===== src/rtl/lms_sample_driver_pkg.sv =====
// lms_sample_driver_pkg: shared types for the LMS sample driver.
// Holds the FSM state encoding and the {ref, mic} sample-pair type.
package lms_sample_driver_pkg;

  typedef enum logic [2:0] {
    ST_IDLE    = 3'd0,
    ST_ISSUE   = 3'd1,
    ST_WAIT    = 3'd2,
    ST_CAPTURE = 3'd3,
    ST_OUT     = 3'd4
  } state_e;

  typedef struct packed {
    logic signed [15:0] ref_smp;
    logic signed [15:0] mic_smp;
  } pair_t;

  localparam int unsigned DROP_CNT_W = 16;

endpackage


===== src/rtl/lms_pair_fifo.sv =====
// lms_pair_fifo: sample-pair FIFO, DEPTH entries, sync active-high rst.
// Ports: push/din in, pop/dout out (show-ahead), full, empty.
module lms_pair_fifo
  import lms_sample_driver_pkg::*;
#(
  parameter int unsigned DEPTH = 4
) (
  input  logic  clk,
  input  logic  rst,
  input  logic  push,
  input  logic  pop,
  input  pair_t din,
  output pair_t dout,
  output logic  full,
  output logic  empty
);

  localparam int unsigned AW =
    (DEPTH > 1) ? $clog2(DEPTH) : 1;
  localparam int unsigned CW = AW + 1;

  logic [AW-1:0] wr_ptr_q, wr_ptr_d;
  logic [AW-1:0] rd_ptr_q, rd_ptr_d;
  logic [CW-1:0] cnt_q, cnt_d;
  logic          do_push;
  logic          do_pop;
  pair_t         mem_q [DEPTH];

  function automatic logic [AW-1:0] nxt(
    input logic [AW-1:0] p
  );
    return (p == AW'(DEPTH - 1)) ? '0 : p + AW'(1);
  endfunction

  assign full  = (cnt_q == CW'(DEPTH));
  assign empty = (cnt_q == '0);
  assign dout  = mem_q[rd_ptr_q];

  // A pop frees a slot in the same cycle, so a
  // full FIFO still accepts a push alongside a pop.
  assign do_pop  = pop && !empty;
  assign do_push = push && (!full || do_pop);

  always_comb begin
    wr_ptr_d = wr_ptr_q;
    rd_ptr_d = rd_ptr_q;
    cnt_d    = cnt_q;
    if (do_push) wr_ptr_d = nxt(wr_ptr_q);
    if (do_pop)  rd_ptr_d = nxt(rd_ptr_q);
    unique case ({do_push, do_pop})
      2'b10:   cnt_d = cnt_q + CW'(1);
      2'b01:   cnt_d = cnt_q - CW'(1);
      default: cnt_d = cnt_q;
    endcase
  end

  always_ff @(posedge clk) begin
    if (rst) begin
      wr_ptr_q <= '0;
      rd_ptr_q <= '0;
      cnt_q    <= '0;
    end else begin
      wr_ptr_q <= wr_ptr_d;
      rd_ptr_q <= rd_ptr_d;
      cnt_q    <= cnt_d;
    end
  end

  always_ff @(posedge clk) begin
    if (do_push) mem_q[wr_ptr_q] <= din;
  end

endmodule


===== src/rtl/lms_sample_driver.sv =====
// lms_sample_driver: feeds buffered ADC pairs to an LMS filter one at
// a time, waits LATENCY cycles, then presents the result to a DAC.
// Ports: clk, rst (sync, active-high); adc_valid/adc_ref/adc_mic in;
// filter_in/filter_en/desired_in/desired_en out; filter_out/error_out
// in; dac_valid/dac_err/dac_est out, dac_ready in; busy, fifo_full.
// Macro LMS_DROP_CNT_EN adds drop_cnt (saturating discard counter).
module lms_sample_driver
  import lms_sample_driver_pkg::*;
#(
  parameter int unsigned STAGE      = 256,
  parameter int unsigned LATENCY    = STAGE + 12,
  parameter int unsigned FIFO_DEPTH = 4
) (
  input  logic               clk,
  input  logic               rst,
  input  logic               adc_valid,
  input  logic signed [15:0] adc_ref,
  input  logic signed [15:0] adc_mic,
  output logic signed [15:0] filter_in,
  output logic               filter_en,
  output logic signed [15:0] desired_in,
  output logic               desired_en,
  input  logic signed [15:0] filter_out,
  input  logic signed [15:0] error_out,
  output logic               dac_valid,
  input  logic               dac_ready,
  output logic signed [15:0] dac_err,
  output logic signed [15:0] dac_est,
  output logic               busy,
  output logic               fifo_full
`ifdef LMS_DROP_CNT_EN
  ,
  output logic [DROP_CNT_W-1:0] drop_cnt
`endif
);

  localparam int unsigned CNT_W = $clog2(LATENCY + 1);

  if (STAGE == 0) begin : g_chk_stage
    $error("STAGE must be nonzero");
  end
  if (LATENCY < 2) begin : g_chk_lat
    $error("LATENCY must be at least 2");
  end
  if ((FIFO_DEPTH & (FIFO_DEPTH - 1)) != 0) begin : g_chk_dep
    $error("FIFO_DEPTH must be a power of two");
  end

  state_e             state_q, state_d;
  logic [CNT_W-1:0]   cnt_q, cnt_d;
  logic signed [15:0] fin_q, fin_d;
  logic signed [15:0] din_q, din_d;
  logic signed [15:0] err_q, err_d;
  logic signed [15:0] est_q, est_d;
  logic               fifo_pop;
  logic               fifo_empty;
  pair_t              fifo_dout;
  pair_t              fifo_din;

  assign fifo_din = '{ref_smp: adc_ref, mic_smp: adc_mic};

  lms_pair_fifo #(
    .DEPTH (FIFO_DEPTH)
  ) u_fifo (
    .clk   (clk),
    .rst   (rst),
    .push  (adc_valid),
    .pop   (fifo_pop),
    .din   (fifo_din),
    .dout  (fifo_dout),
    .full  (fifo_full),
    .empty (fifo_empty)
  );

  // filter_in/desired_in load from the FIFO head on entry to
  // ISSUE, so they are valid for the whole filter_en cycle;
  // the head is then popped at the end of ISSUE.
  always_comb begin
    state_d  = state_q;
    cnt_d    = cnt_q;
    fin_d    = fin_q;
    din_d    = din_q;
    err_d    = err_q;
    est_d    = est_q;
    fifo_pop = 1'b0;
    unique case (state_q)
      ST_IDLE: begin
        if (!fifo_empty) begin
          state_d = ST_ISSUE;
          fin_d   = fifo_dout.ref_smp;
          din_d   = fifo_dout.mic_smp;
        end
      end
      ST_ISSUE: begin
        fifo_pop = 1'b1;
        cnt_d    = CNT_W'(1);
        state_d  = ST_WAIT;
      end
      // cnt counts cycles since ISSUE; CAPTURE lands
      // exactly LATENCY cycles after the filter_en cycle.
      ST_WAIT: begin
        if (cnt_q == CNT_W'(LATENCY - 1)) begin
          cnt_d   = '0;
          state_d = ST_CAPTURE;
        end else begin
          cnt_d = cnt_q + CNT_W'(1);
        end
      end
      ST_CAPTURE: begin
        err_d   = error_out;
        est_d   = filter_out;
        state_d = ST_OUT;
      end
      ST_OUT: begin
        if (dac_ready) state_d = ST_IDLE;
      end
      default: state_d = ST_IDLE;
    endcase
  end

  always_ff @(posedge clk) begin
    if (rst) begin
      state_q <= ST_IDLE;
      cnt_q   <= '0;
      fin_q   <= '0;
      din_q   <= '0;
      err_q   <= '0;
      est_q   <= '0;
    end else begin
      state_q <= state_d;
      cnt_q   <= cnt_d;
      fin_q   <= fin_d;
      din_q   <= din_d;
      err_q   <= err_d;
      est_q   <= est_d;
    end
  end

  assign filter_in  = fin_q;
  assign desired_in = din_q;
  assign dac_err    = err_q;
  assign dac_est    = est_q;
  assign filter_en  = (state_q == ST_ISSUE);
  assign desired_en = (state_q == ST_ISSUE);
  assign dac_valid  = (state_q == ST_OUT);
  assign busy       = (state_q != ST_IDLE);

`ifdef LMS_DROP_CNT_EN
  logic                  drop;
  logic [DROP_CNT_W-1:0] drop_q, drop_d;

  assign drop = adc_valid && fifo_full && !fifo_pop;

  always_comb begin
    drop_d = drop_q;
    if (drop && (drop_q != '1)) drop_d = drop_q + 1'b1;
  end

  always_ff @(posedge clk) begin
    if (rst) drop_q <= '0;
    else     drop_q <= drop_d;
  end

  assign drop_cnt = drop_q;
`endif

endmodule


===== config.mk =====
export PLATFORM = sky130hd
export DESIGN_NAME = lms_sample_driver
export DESIGN_NICKNAME = d
export VERILOG_FILES = /design/src/rtl/lms_sample_driver_pkg.sv /design/src/rtl/lms_pair_fifo.sv /design/src/rtl/lms_sample_driver.sv
export SDC_FILE = /design/constraint.sdc
export NUM_CORES = 1
export LEC_CHECK = 0
export ABC_AREA = 1
export CORE_UTILIZATION = 48
export CTS_CLUSTER_DIAMETER = 200
export DETAILED_ROUTE_END_ITERATION = 10
export GPL_ROUTABILITY_DRIVEN = 1
export HOLD_SLACK_MARGIN = 0.02
export PLACE_DENSITY_LB_ADDON = 0.05
export SYNTH_ARGS = -nofsm -noshare
export SYNTH_HDL_FRONTEND = slang
export SYNTH_SLANG_ARGS = --single-unit

===== constraint.sdc =====
create_clock -name clk -period 2.5 [get_ports clk]
set_input_delay 0.375 -clock clk [delete_from_list [all_inputs] [get_ports clk]]
set_output_delay 0.375 -clock clk [all_outputs]
set_load 0.02 [all_outputs]

Word level (Yosys, flattened, before mapping)
Memory sizes are Yosys's and may differ from the RTL's. A register that Yosys moved wholly into a read port is not among the register bits.
Cells that the tools add are included.
{"block": "totals", "regBits": 51, "ram_bits": 128, "inputBits": 68, "elab_cells": 51, "mem_count": 1}
{"memory": "u_fifo.mem_q", "words": 4, "word_bits": 32, "read_ports": 1, "rd_ports_with_merged_regs": 1, "write_ports": 1, "line_no": "lms_pair_fifo.sv:27", "rtl": "pair_t mem_q [DEPTH];"}
{"block": "classes", "add_sub_neg": 5, "n_eq_ne": 13, "n_mux": 12, "bitwise": 1, "n_reduce_logical": 12}
{"operator": "$pmux 9 s2", "n": 1}
{"operator": "$pmux 3 s5", "n": 1}
{"operator": "$add 9x1->9 const B", "n": 1}
{"operator": "$eq 9x9->1 const B", "n": 1}
{"operator": "$mux 3", "n": 3}
{"operator": "$mux 9", "n": 1}
{"operator": "$eq 2x2->1 const B", "n": 3}
{"operator": "$eq 3x2->1 const B", "n": 2}
{"operator": "$eq 3x3->1 const B", "n": 2}
{"operator": "$logic_not 3->1", "n": 2}
{"operator": "$pmux 3 s2", "n": 1}
{"operator": "$add 2x1->2 const B", "n": 2}
{"operator": "$mux 2", "n": 2}
{"operator": "$ne 2x2->1 const B", "n": 2}
{"operator": "$reduce_bool 2->1", "n": 2}
{"operator": "$add 3x1->3 const B", "n": 1}
{"operator": "$eq 3x1->1 const B", "n": 1}
{"operator": "$mux 1", "n": 3}
{"operator": "$reduce_and 3->1", "n": 1}
{"operator": "$reduce_bool 3->1", "n": 1}
{"operator": "$sub 3x1->3 const B", "n": 1}
{"operator": "$eq 2x1->1 const B", "n": 1}
{"operator": "$logic_and 1x1->1", "n": 2}
{"operator": "$logic_not 1->1", "n": 2}
{"operator": "4 further kinds", "n": 4}

Logic depth before layout (Yosys ltp)
Gate-level depths: netlist of run 1.
{"block": "depth", "ltp_word": 7, "mapped_depth": 13}

Modules after synthesis
From an unflattened synthesis of run 1, not the netlist that was laid out.
{"block": "unflattened", "hier_cells": 767, "hier_area_um2": 8180.3}
{"module": "lms_pair_fifo", "n_inst": 1, "cells_per_inst": 376, "area_per_inst_um2": 5252.5}
{"module": "lms_sample_driver", "n_inst": 1, "cells_per_inst": 391, "area_per_inst_um2": 2927.8}

Worst setup path after synthesis of run 1
No wires, ideal clock.
{"block": "synth_path", "path_kind": "flip-flop to flip-flop", "start": "register state_q[0]", "end": "memory u_fifo.mem_q[3][0] (netlist bit) (enable)", "setup_time_ns": 0.421, "arrival_time_ns": 2.097, "setup_slack_ns": -0.019, "stages_incl_launch_ff": 5, "period_less_slack_ns": 2.519, "path_cell_list": "dfxtp_1 > nand3_1 > nand2_1 > nand2_2 > nor2_1"}
{"block": "synth_via", "elab_chain_len": 7}
{"item": "start, declared", "line_no": "lms_sample_driver.sv:49", "rtl": "state_e state_q, state_d;"}
{"item": "start signal, assigned", "line_no": "lms_sample_driver.sv:130", "rtl": "state_q <= state_d;"}
{"item": "$eq 3x1->1", "line_no": "lms_sample_driver.sv:86", "rtl": "unique case (state_q)"}
{"item": "$mux 1", "line_no": "lms_sample_driver.sv:86"}
{"item": "$logic_and 1x1->1", "line_no": "lms_pair_fifo.sv:41", "rtl": "assign do_pop = pop && !empty;"}
{"item": "$logic_or 1x1->1", "line_no": "lms_pair_fifo.sv:42", "rtl": "assign do_push = push && (!full || do_pop);"}
{"item": "$logic_and 1x1->1", "line_no": "lms_pair_fifo.sv:42"}
{"item": "$mux 1", "line_no": "lms_pair_fifo.sv:70", "rtl": "if (do_push) mem_q[wr_ptr_q] <= din;"}
{"item": "$mux 1 (implied by the code)", "line_no": "lms_pair_fifo.sv:70"}
{"item": "end, declared", "line_no": "lms_pair_fifo.sv:27"}
Every way passes these cells.

Worst setup path after layout of run 1
{"block": "layout_path", "start": "register state_q[1]", "end": "output port busy"}
{"block": "layout_via", "elab_chain_len": 1}
{"item": "$reduce_bool 3->1", "line_no": "lms_sample_driver.sv:146", "rtl": "assign busy = (state_q != ST_IDLE);"}
{"item": "end, declared", "line_no": "lms_sample_driver.sv:29", "rtl": "output logic busy,"}
Every way passes these cells.

==> impl_results.rst, run 1 <==
.. list-table::
   :header-rows: 1

   * - Metric
     - Value
   * - Number of hold-slack violations in the final timing report
     - 0
   * - Starting Density
     - 49.37%
   * - Fraction of final layout cells with drive strength greater than 1
     - 7.143%
   * - Via count
     - 6083
   * - Insertion delay of the later-clocked pin in the worst-skew pair
     - 0.51 ns
   * - WL met3
     - 1152 um
   * - Routed met2 length
     - about 8900 um
   * - Remaining number of nets flagged by the antenna check after routing
     - 0
   * - Routed metal-1 wirelength
     - between 7000 and 8000 um
   * - Register bit total from synthesis
     - 211
   * - CP Class
     - flip-flop to primary output
   * - Wire length of the first global-routing pass
     - 29710 um
   * - Worst Path Arrival
     - roughly 1.9 ns
   * - Net count after synthesis
     - about 890
   * - Clock Pin Slew Worst Setup and Hold Paths
     - roughly 0.05 ns
   * - Total setup buffers inserted after CTS
     - 0
   * - Count of different cell masters after synthesis
     - 27
   * - Antenna Cells
     - 0
   * - Net count, final
     - 1026
   * - Remaining global-route overflow
     - 0
   * - Sum of negative setup slack
     - 0 ns
   * - Number of antenna violations at the first check in global routing
     - 0
   * - Maximum number of buffers from clock root to sink
     - 3
   * - Post-route clock period utilization
     - 91.90%
   * - Critical path startpoint category
     - flip-flop
   * - Non-filler instance count after layout
     - 1186
   * - Via count of the first global-routing pass
     - 5926
   * - Mean routed wirelength per cell
     - roughly 15 um
   * - Data required time at the worst endpoint
     - 2.12 ns
   * - Cell depth of the worst min-delay path
     - 4
   * - CTS tree
     - yes
   * - CTS Sinks
     - 211
   * - Number of H-tree branching levels
     - 1
   * - Static Leak
     - 3.825 nW
   * - Capturing element type of the critical path
     - primary output
   * - Die Ht
     - 133.1 um
   * - Power density over the cells
     - between 1000 and 1500 nW/um^2
   * - Final Worst Setup Slack
     - just over 0.2 ns
   * - Part of the Yosys area used for sequential elements
     - 66.77%
   * - Placed wire-length estimate
     - between 10000 and 15000 um
   * - Unrepaired setup endpoints after global routing
     - false
   * - Slew headroom
     - between 50 and 60%
   * - Number of iterations in the first detailed-routing pass
     - 4
   * - Worst-case reg-to-reg path depth
     - 13
   * - Cell count after synthesis
     - 817
   * - Worst IR drop on VDD
     - a little under 700 uV
   * - Placement Rows
     - 47
   * - Number of maximum-capacitance constraint violations
     - 0
   * - Syn Area/Cell
     - 10.09 um^2
   * - Final critical delay including setup and external delays
     - 2.298 ns
   * - Growth of design area from synthesis to finish
     - 27.68%
   * - Initial DRC Count
     - around 340
   * - Clock tree skew after final layout
     - 0.01471 ns
   * - Total die area
     - 17710 um^2
   * - Area inside the core boundary
     - 16700 um^2
   * - GR Util All Layers
     - 21.12%
   * - Number of slew-limit violations in the final report
     - 0
   * - Number of setup violations in the final report
     - 0
   * - Top sig layer
     - met4
   * - Cts-stage hold buffer count
     - 0
   * - Total Routed Length
     - between 15000 and 20000 um
   * - Total of buffers placed on input and output ports
     - 136
   * - Root Buffer
     - clkbuf_16
   * - # DRC
     - 0
   * - Result of the run
     - finished clean
   * - Top achievable clock speed
     - 0.4352 GHz
   * - I/O Pins
     - 137
   * - Maximum fanout along the worst path
     - 19
   * - Cell total after placement
     - between 1000 and 1500
   * - Syn Std Cell Area
     - 8245 um^2
   * - Vias per cell
     - 5.129
   * - Hold/Removal Path Class
     - input pin to flip-flop
   * - Gp weighted congestion
     - between 0.8 and 0.9
   * - Final hold slack
     - 0.2945 ns
   * - CTS Buf Count
     - 23
   * - Total number of yosys warnings
     - 0
   * - Least-Margin Pin Slew
     - 0.6315 ns
   * - Width of the chip
     - approximately 130 um
   * - Register area
     - 5507 um^2
   * - Total of fill cells in the finished design
     - ~1300
   * - Placement Setup Slack
     - ~0.47 ns
   * - Area taken by multi-input logic gates
     - 2390 um^2
   * - Largest net degree at the start of global routing
     - 44
cells in the mapped netlist:
cell / n / area share [%]
nand2_2: 2 / 0.15
nand3_1: 11 / 0.67
inv_1: 27 / 1.2
o21ai_1: 60 / 3.6
clkbuf_1: 13 / 0.59
xor2_1: 1 / 0.11
nor3_1: 3 / 0.18
ha_1: 7 / 1.1
clkbuf_2: 8 / 0.49
nor2_4: 1 / 0.14
buf_1: 3 / 0.14
nand3_2: 2 / 0.24
buf_2: 12 / 0.73
nor3_2: 1 / 0.12
nor2_2: 1 / 0.076
buf_4: 2 / 0.18
fa_1: 1 / 0.24
o211ai_1: 1 / 0.091
a21oi_1: 46 / 2.8
buf_6: 8 / 1.1
o21ai_0: 78 / 4.7
edfxtp_1: 128 / 47
dfxtp_1: 83 / 20
nor2_1: 210 / 9.6
nand2_1: 101 / 4.6
inv_2: 5 / 0.23
nand4_1: 2 / 0.15
cell type report:
cell class              count  share of cell area (%)
clock inverters             6                  0.5586
well taps                 220                   2.615
inverters                  32                   1.141
repair buffers            154                   14.40
flip-flops and latches    211                   52.31
clock buffers              35                   6.275
multi-input cells         528                   22.70
sequential cells by signal, indices dropped and copies added, names as in the netlist:
| register | flops |
|---|---|
| u_fifo.mem_q | 128 |
| state_q | 3 |
| u_fifo.wr_ptr_q | 2 |
| cnt_q | 9 |
| desired_in | 16 |
| u_fifo.cnt_q | 3 |
| dac_err | 16 |
| filter_in | 16 |
| dac_est | 16 |
| u_fifo.rd_ptr_q | 2 |
where the power goes:
| part | switching (W) | internal (W) | total [W] |
|---|---|---|---|
| registers | 0.000225 | 0.00419 | 0.00441 |
| logic | 0.00217 | 0.00128 | 0.00344 |
| clock network | 0.00127 | 0.00192 | 0.00319 |
worst max-delay path: stages (launching register included):
cell and delay (ns):
dfxtp_1 0.40, inv_1 0.11, nand2_4 0.24, clkdlybuf4s50_1 0.66
through the flow:
step / power [W] / utilization (%) / cell area (um^2)
2_1_floorplan: 0.006662 / - / 8245
3_3_place_gp: 0.007851 / 58.70 / 9803
3_5_place_dp: 0.007926 / 58.70 / 9803
4_1_cts: 0.01113 / 63.01 / 10520
5_1_grt: 0.01166 / 63.04 / 10530
6_report: 0.01105 / 63.04 / 10530
repair_timing:
item	4_1_cts	5_1_grt
resized for setup	0	1
endpoints found under the setup margin	0	1
hold endpoints to repair	0	0
logic make-up (layout without fill, tap and decap cells):
logic type	Yosys count	count (layout)	share of synthesized area, %
AOI/OAI and AO/OA	185	185	11.26
xor gates and xnor gates	1	1	0.1062
adders and majority gates	8	8	1.305
buffers and inverters	78	227	4.674
DFF	211	211	66.77
and+or+nand+nor	334	334	15.89
final timing paths:
path,slack [ns],endpoint,startpoint
min,0.29,u_fifo.cnt_q[2]$_SDFFE_PP0P_,rst
max reg2reg,0.49,u_fifo.cnt_q[2]$_SDFFE_PP0P_,state_q[1]$_SDFFE_PP0P_
min reg2reg,0.47,desired_in[8]$_SDFFE_PP0P_,desired_in[8]$_SDFFE_PP0P_
max,0.20,busy,state_q[1]$_SDFFE_PP0P_
cells in the final DEF, fill, tap and decap left out, drive strengths merged, types with 2 or more instances in the layout:
master,synthesis,layout
dfxtp,83,83
clkinv,0,4
inv,32,33
o21ai,138,138
clkbuf,21,35
clkdlybuf4s50,0,135
ha,7,7
nand2,103,103
nor2,212,212
nand4,2,2
a21oi,46,46
nor3,4,4
nand3,13,13
buf,25,19
edfxtp,128,128
routing by layer:
layer	vias up	global-route usage [%]
li1	3008	-
met5	-	0
met2	204	36.65
met3	34	3.563
met4	0	6.130
met1	2837	27.11
(Power assumes the default switching activity.)
==> run 2, diff against run 1 <==
--- a/config.mk
+++ b/config.mk
@@ -6,7 +6,7 @@
 export NUM_CORES = 1
 export LEC_CHECK = 0
 export ABC_AREA = 1
-export CORE_UTILIZATION = 48
+export CORE_UTILIZATION = 57
 export CTS_CLUSTER_DIAMETER = 200
 export DETAILED_ROUTE_END_ITERATION = 10
 export GPL_ROUTABILITY_DRIVEN = 1
@@ -14,4 +14,5 @@
 export PLACE_DENSITY_LB_ADDON = 0.05
 export SYNTH_ARGS = -nofsm -noshare
 export SYNTH_HDL_FRONTEND = slang
+export SYNTH_HIERARCHICAL = 1
 export SYNTH_SLANG_ARGS = --single-unit
==> constraint.sdc (replaced) <==
create_clock -name clk -period 2.7 [get_ports clk]
set_input_delay 0.405 -clock clk [delete_from_list [all_inputs] [get_ports clk]]
set_output_delay 0.405 -clock clk [all_outputs]
set_load 0.02 [all_outputs]
==> impl_results.rst, run 2 <==
.. list-table::
   :header-rows: 1

   * - Metric
     - Value
   * - Result of the run
     - finished clean
   * - Post-route clock period utilization
     - between 80 and 90%
   * - Hold path startpoint
     - desired_in[7]$_SDFFE_PP0P_
   * - Worst-case reg-to-reg path depth
     - 8 (-5)
   * - Placed wire-length estimate
     - 10710 um (-4.7%)
   * - Net count, final
     - 974 (-5.1%)
   * - Number of H-tree branching levels
     - 1 (unchanged)
   * - Area share of the leading cell type in the synthesized netlist
     - 46.99% (+0.37 points)
   * - Number of hold-slack violations in the final timing report
     - 0 (unchanged)
   * - Unrepaired setup endpoints after global routing
     - false
   * - Syn Std Cell Area
     - 8180 um^2 (-0.79%)
   * - Initial DRC Count
     - 440 (+31%)
   * - Leading cell type in the layout, fill and taps excluded
     - nor2_1
   * - Maximum fanout along the worst path
     - 6 (-13)
   * - Gp weighted congestion
     - 0.7867 (-2.9%)
   * - Hold/Removal Path Class
     - flip-flop to flip-flop
   * - Final critical delay including setup and external delays
     - 2.369 ns
   * - Critical path launch point
     - state_q[1]$_SDFFE_PP0P_
   * - # DRC
     - 0 (unchanged)
   * - Number of maximum-capacitance constraint violations
     - 0 (unchanged)
   * - Cell total after placement
     - 1055 (-7.9%)
   * - Cts-stage hold buffer count
     - 0 (unchanged)
   * - Starting Density
     - 58.71% (+9.3 points)
   * - Total number of yosys warnings
     - 6 (+6)
   * - Clock tree skew after final layout
     - 0.01182 ns (-0.002895 ns)
   * - Fraction of final layout cells with drive strength greater than 1
     - 7.659% (+0.52 points)
   * - Remaining number of nets flagged by the antenna check after routing
     - 0 (unchanged)
   * - Vias per cell
     - 5.465 (+6.6%)
   * - Clock Pin Slew Worst Setup and Hold Paths
     - 0.06 ns (about the same)
   * - Capturing element type of the critical path
     - primary output
   * - Reg2Reg Launch Point
     - state_q[1]$_SDFFE_PP0P_
   * - Sequence of cells on the critical path
     - inv_2 > nand3_1 > inv_1 > clkdlybuf4s50_1
   * - Total Routed Length
     - 17220 um (-6.2%)
   * - Resized Gates After CTS
     - 0 (unchanged)
   * - Width of the chip
     - 121.8 um (-8.5%)
   * - GR Util All Layers
     - 23.26% (+2.1 points)
   * - Hold Path End
     - desired_in[7]$_SDFFE_PP0P_
   * - Reg2Reg Setup Slack
     - 0.62 ns (+0.13 ns)
   * - Top achievable clock speed
     - about 0.42 GHz
   * - Static Leak
     - 3.865 nW (+1.1%)
   * - Number of antenna violations at the first check in global routing
     - 0 (unchanged)
   * - Root Buffer
     - clkbuf_16
   * - Register with the most flip-flops
     - u_fifo/mem_q
   * - Total die area
     - 14830 um^2 (-16%)
   * - Worst IR drop on VDD
     - 723.3 uV (+6.8%)
   * - Remaining global-route overflow
     - 0 (unchanged)
   * - Least-Margin Pin Slew
     - 0.9760 ns (+0.3445 ns)
   * - Most frequent cells in the layout
     - nor2_1, clkdlybuf4s50_1, edfxtp_1
   * - Total setup buffers inserted after CTS
     - 0 (unchanged)
   * - Async S/R FF share, synth
     - 0% (unchanged)
   * - Worst Path Arrival
     - 1.96 ns (+0.04 ns)
   * - Via count of the first global-routing pass
     - 5797 (-2.2%)
   * - Critical path startpoint category
     - flip-flop
   * - Number of setup violations in the final report
     - 0 (unchanged)
   * - Largest net degree at the start of global routing
     - 65 (+48%)
   * - Antenna Cells
     - 0 (unchanged)
   * - Capture point of the worst reg-to-reg path
     - u_fifo/mem_q[1][20]$_DFFE_PP_
   * - Syn Area/Cell
     - 10.67 um^2 (+5.7%)
   * - CP Class
     - flip-flop to primary output
   * - Cell accounting for the most synthesized area
     - edfxtp_1
   * - Critical path's slowest cell
     - clkdlybuf4s50_1
   * - Non-filler instance count after layout
     - 1094 (-7.8%)
   * - Area inside the core boundary
     - 13930 um^2 (-17%)
   * - Largest register FFs
     - 128 (unchanged)
   * - Slew headroom
     - 34.86% (-23 points)
   * - Number of enable flip-flop cells after synthesis
     - 128 (unchanged)
   * - Mean routed wirelength per cell
     - 15.74 um (+1.6%)
   * - Count of different cell masters after synthesis
     - 31 (+15%)
   * - Insertion delay of the later-clocked pin in the worst-skew pair
     - 0.49 ns (-0.02 ns)
   * - CTS Buf Count
     - 22 (-4.3%)
   * - Total of buffers placed on input and output ports
     - 136 (unchanged)
   * - I/O Pins
     - 137 (unchanged)
   * - Number of iterations in the first detailed-routing pass
     - 7 (+3)
   * - Cell count after synthesis
     - 767 (-6.1%)
   * - Net count after synthesis
     - 842 (-5.7%)
   * - Cell depth of the worst min-delay path
     - 2 (-2)
   * - Die Ht
     - 121.8 um (-8.5%)
   * - Placement Rows
     - 43 (-8.5%)
   * - CP max stage delay
     - 0.65 ns (about the same)
   * - Number of slew-limit violations in the final report
     - 0 (unchanged)
   * - Top cells by area in the synthesized netlist
     - edfxtp_1, dfxtp_1, o21ai_0
   * - Wire length of the first global-routing pass
     - 27150 um (-8.6%)
   * - Power density over the cells
     - 956.7 nW/um^2 (-8.8%)
   * - Most frequent cell after synthesis
     - nor2_1
   * - Part of the Yosys area used for sequential elements
     - 67.79% (+1.0 points)
   * - CTS tree
     - yes
   * - CTS Sinks
     - 213 (+0.95%)
   * - Via count
     - 5979 (-1.7%)
   * - Flip-flop cell with the highest count after synthesis
     - edfxtp_1
   * - Sum of negative setup slack
     - 0 ns (unchanged)
   * - Data required time at the worst endpoint
     - 2.30 ns (+0.18 ns)
   * - List of most frequent post-synthesis cells
     - nor2_1, edfxtp_1, o21ai_0
   * - Growth of design area from synthesis to finish
     - 27.44%
   * - Register bit total from synthesis
     - 213 (+0.95%)
   * - Maximum number of buffers from clock root to sink
     - 3 (unchanged)
run 2: through the flow:
stage	power [W]	cell area [um^2]	utilization [%]	setup slack, ns	hold slack (ns)
floorplan	0.006005	8180	-	-0.1875	0.4576
global placement	0.007111	9737	69.88	0.6152	0.4318
detailed placement	0.007200	9737	69.88	0.5584	0.4337
CTS	0.01004	10430	74.81	0.3046	0.4425
global route	0.01047	10430	74.81	0.2203	0.4636
finish	0.009973	10430	74.81	0.3313	0.4429
run 2: kinds of logic (layout without fill, tap and decap cells):
kind of cell | after synthesis | in the layout | share of synthesized area [%]
simple gates | 222 | 222 | 11.62
fa+ha+maj | 7 | 7 | 1.162
flops | 213 | 213 | 67.79
compound gates | 212 | 212 | 13.74
buf+inv | 113 | 260 | 5.690
run 2: layer usage:
metal	GRT usage, %	wire [um]	vias to the layer above
li1	-	-	2895
met1	30.07	7243	2833
met2	39.02	8466	221
met3	3.792	1142	30
met4	9.645	363	0
met5	0	0	-
run 2: worst max-delay path: cells and delay by family, from the launching register on:
| kind | cells | cell delay (ns) |
|---|---|---|
| and+or+nand+nor | 1 | 0.13 |
| buffers and inverters | 3 | 1.02 |
| DFF | 1 | 0.33 |
run 2: layout make-up:
type,instances,area (um^2)
Sequential cell,213,5547
Fill cell,959,3510
Multi-Input combinational cell,441,2200
Timing Repair Buffer,148,1489
Clock buffer,30,621.8
Inverter,73,276.5
Tap cell,180,225.2
Clock inverter,9,66.31
run 2: report_power, final:
group / internal (W) / leakage, nW / switching [W]
Sequential: 0.00397 / 1.87 / 0.000234
Combinational: 0.00116 / 1.65 / 0.00177
Clock: 0.00170 / 0.342 / 0.00114
Total: 0.00683 / 3.87 / 0.00315
run 2: worst max-delay path by stage:
stage / to / slack, ns / cells after the start
2_1_floorplan: u_fifo/mem_q[3][0]$_DFFE_PP_ / -0.19 / 7
3_3_place_gp: u_fifo/mem_q[1][9]$_DFFE_PP_ / 0.62 / 4
3_5_place_dp: u_fifo/mem_q[1][6]$_DFFE_PP_ / 0.56 / 4
4_1_cts: filter_en / 0.30 / 4
5_1_grt: filter_en / 0.22 / 4
6_report: filter_en / 0.33 / 4
==> run 3, diff against run 2 <==
--- a/config.mk
+++ b/config.mk
@@ -14,5 +14,4 @@
 export PLACE_DENSITY_LB_ADDON = 0.05
 export SYNTH_ARGS = -nofsm -noshare
 export SYNTH_HDL_FRONTEND = slang
-export SYNTH_HIERARCHICAL = 1
 export SYNTH_SLANG_ARGS = --single-unit
==> impl_results.rst, run 3 (synthesized netlist as in run 1, its figures left out) <==
.. list-table::
   :header-rows: 1

   * - Metric
     - Value
   * - Result of the run
     - finished clean
   * - I/O Pins
     - 137 (unchanged)
   * - Cts-stage hold buffer count
     - 0 (unchanged)
   * - Via count
     - 6167 (+3.1%)
   * - Maximum number of buffers from clock root to sink
     - 3 (unchanged)
   * - Least-Margin Pin Slew
     - 0.9449 ns (-0.03106 ns)
   * - Power density over the cells
     - 978.3 nW/um^2 (+2.3%)
   * - Sum of negative setup slack
     - 0 ns (unchanged)
   * - Hold path startpoint
     - filter_in[15]$_SDFFE_PP0P_
   * - Reg2Reg Setup Slack
     - 0.45 ns (-0.17 ns)
   * - Largest register FFs
     - 128 (unchanged)
   * - Number of iterations in the first detailed-routing pass
     - 5 (-2)
   * - Clock tree skew after final layout
     - 0.01359 ns (+0.001774 ns)
   * - Initial DRC Count
     - 371 (-16%)
   * - Remaining global-route overflow
     - 0 (unchanged)
   * - Leading cell type in the layout, fill and taps excluded
     - nor2_1
   * - Total die area
     - 14950 um^2 (+0.79%)
   * - Reg2Reg Launch Point
     - u_fifo.cnt_q[0]$_SDFFE_PP0P_
   * - Net count, final
     - 1022 (+4.9%)
   * - Final critical delay including setup and external delays
     - 2.383 ns (+0.01448 ns)
   * - Most frequent cells in the layout
     - nor2_1, clkdlybuf4s50_1, edfxtp_1
   * - Growth of design area from synthesis to finish
     - 26.54%
   * - Hold/Removal Path Class
     - flip-flop to flip-flop
   * - Antenna Cells
     - 0 (unchanged)
   * - Cell depth of the worst min-delay path
     - 2 (unchanged)
   * - Total Routed Length
     - 17940 um (+4.2%)
   * - CTS Sinks
     - 211 (-0.94%)
   * - Unrepaired setup endpoints after global routing
     - false
   * - Critical path startpoint category
     - flip-flop
   * - Clock Pin Slew Worst Setup and Hold Paths
     - 0.06 ns (about the same)
   * - Area inside the core boundary
     - 13990 um^2 (+0.39%)
   * - Hold Path End
     - filter_in[15]$_SDFFE_PP0P_
   * - Worst-case reg-to-reg path depth
     - 11 (+3)
   * - Worst IR drop on VDD
     - 629.4 uV (-13%)
   * - Total setup buffers inserted after CTS
     - 0 (unchanged)
   * - Register with the most flip-flops
     - u_fifo.mem_q
   * - GR Util All Layers
     - 24.52% (+1.3 points)
   * - Fraction of final layout cells with drive strength greater than 1
     - 7.173% (-0.49 points)
   * - CP Class
     - flip-flop to primary output
   * - Static Leak
     - 3.789 nW (-2.0%)
   * - Total of fill cells in the finished design
     - 962 (+0.31%)
   * - Capture point of the worst reg-to-reg path
     - u_fifo.cnt_q[2]$_SDFFE_PP0P_
   * - Top achievable clock speed
     - 0.4196 GHz (-0.61%)
   * - Largest net degree at the start of global routing
     - 67 (+3.1%)
   * - Post-route clock period utilization
     - 88.26% (+0.54 points)
   * - Number of slew-limit violations in the final report
     - 0 (unchanged)
   * - Number of hold-slack violations in the final timing report
     - 0 (unchanged)
   * - Slew headroom
     - 36.94% (+2.1 points)
   * - Maximum fanout along the worst path
     - 19 (+13)
   * - Final Worst Setup Slack
     - 0.3169 ns (-0.01448 ns)
   * - Total of buffers placed on input and output ports
     - 136 (unchanged)
   * - Root Buffer
     - clkbuf_16
   * - Vias per cell
     - 5.400 (-1.2%)
   * - Remaining number of nets flagged by the antenna check after routing
     - 0 (unchanged)
   * - Gp weighted congestion
     - 0.8152 (+3.6%)
   * - Number of maximum-capacitance constraint violations
     - 0 (unchanged)
   * - Width of the chip
     - 122.3 um (+0.39%)
   * - CTS Buf Count
     - 22 (unchanged)
   * - Placement Setup Slack
     - 0.2980 ns (-0.2604 ns)
   * - Number of antenna violations at the first check in global routing
     - 0 (unchanged)
   * - Wire length of the first global-routing pass
     - 28720 um (+5.8%)
   * - Capturing element type of the critical path
     - primary output
   * - # DRC
     - 0 (unchanged)
   * - Insertion delay of the later-clocked pin in the worst-skew pair
     - 0.49 ns (about the same)
   * - Number of H-tree branching levels
     - 1 (unchanged)
   * - Die Ht
     - 122.3 um (+0.39%)
   * - Starting Density
     - 58.94% (+0.24 points)
   * - Placement Rows
     - 43 (unchanged)
   * - Resized Gates After CTS
     - 0 (unchanged)
   * - Worst Path Arrival
     - 1.98 ns (+0.02 ns)
   * - Mean routed wirelength per cell
     - 15.71 um (-0.17%)
   * - Data required time at the worst endpoint
     - 2.30 ns (about the same)
   * - Placed wire-length estimate
     - 11310 um (+5.6%)
   * - Via count of the first global-routing pass
     - 5946 (+2.6%)
   * - Number of setup violations in the final report
     - 0 (unchanged)
   * - CTS tree
     - yes
## run 3: cell types whose count changed in the layout (fill, tap and decap cells not counted), moves of 3 or more
| cell | change |
|---|---|
| nor2_1 | +62 |
| nand2_1 | +60 |
| o21ai_1 | +42 |
| inv_1 | -40 |
| o21ai_0 | -37 |
| o22ai_1 | -32 |
| a21oi_1 | +5 |
| buf_4 | +5 |
| nand3_1 | -5 |
| clkinv_1 | -3 |
| nand2_4 | -3 |
## run 3: final cells by class
cell class	instances	area, um^2	area share [%]
clock inverters	9	78.83	0.7555
inverters	32	120.1	1.151
clock buffers	31	636.9	6.104
repair buffers	151	1481	14.20
multi-input cells	528	2385	22.86
well taps	180	225.2	2.159
flip-flops and latches	211	5507	52.78
## run 3: layer usage
| metal | vias to the layer above | track usage (%) | share of wire [%] |
|---|---|---|---|
| met5 | - | 0 | 0 |
| met3 | 20 | 3.206 | 6.5 |
| met2 | 231 | 42.45 | 50 |
| li1 | 3000 | - | - |
| met1 | 2916 | 32.03 | 43 |
| met4 | 0 | 7.851 | 1.5 |
## run 3: metrics by stage
stage | utilization, % | cells | instance area (um^2) | total power (W) | hold slack (ns)
after floorplan | - | 817 | 8245 | 0.006168 | 0.4573
after global placement | 69.47 | 1102 | 9718 | 0.007235 | 0.4615
after detailed placement | 69.47 | 1102 | 9718 | 0.007347 | 0.4671
after CTS | 74.59 | 1142 | 10430 | 0.01027 | 0.4755
after global routing | 74.59 | 1142 | 10430 | 0.01078 | 0.4988
final | 74.59 | 1142 | 10430 | 0.01021 | 0.4729
## run 3: worst max-delay path: stages (launching register included)
cell	delay [ns]
dfxtp_1	0.43
nor2_2	0.07
nand2_2	0.32
clkdlybuf4s50_1	0.69
## run 3: worst max path at each step
| stage | slack [ns] | depth (start not counted) | end | startpoint |
|---|---|---|---|---|
| floorplan | 0.18 | 4 | u_fifo.mem_q[3][0]$_DFFE_PP_ | state_q[0]$_SDFFE_PP0P_ |
| global placement | 0.44 | 10 | u_fifo.cnt_q[2]$_SDFFE_PP0P_ | adc_valid |
| detailed placement | 0.30 | 10 | u_fifo.cnt_q[2]$_SDFFE_PP0P_ | adc_valid |
| CTS | 0.29 | 3 | busy | state_q[0]$_SDFFE_PP0P_ |
| global route | 0.22 | 3 | busy | state_q[1]$_SDFFE_PP0P_ |
| finish | 0.32 | 3 | busy | state_q[0]$_SDFFE_PP0P_ |
## run 3: where the power goes
| group | total (W) | switching (W) | internal (W) |
|---|---|---|---|
| logic | 0.00320 | 0.00201 | 0.00119 |
| registers | 0.00409 | 0.000211 | 0.00388 |
| clock network | 0.00291 | 0.00117 | 0.00175 |
| total | 0.0102 | 0.00339 | 0.00682 |
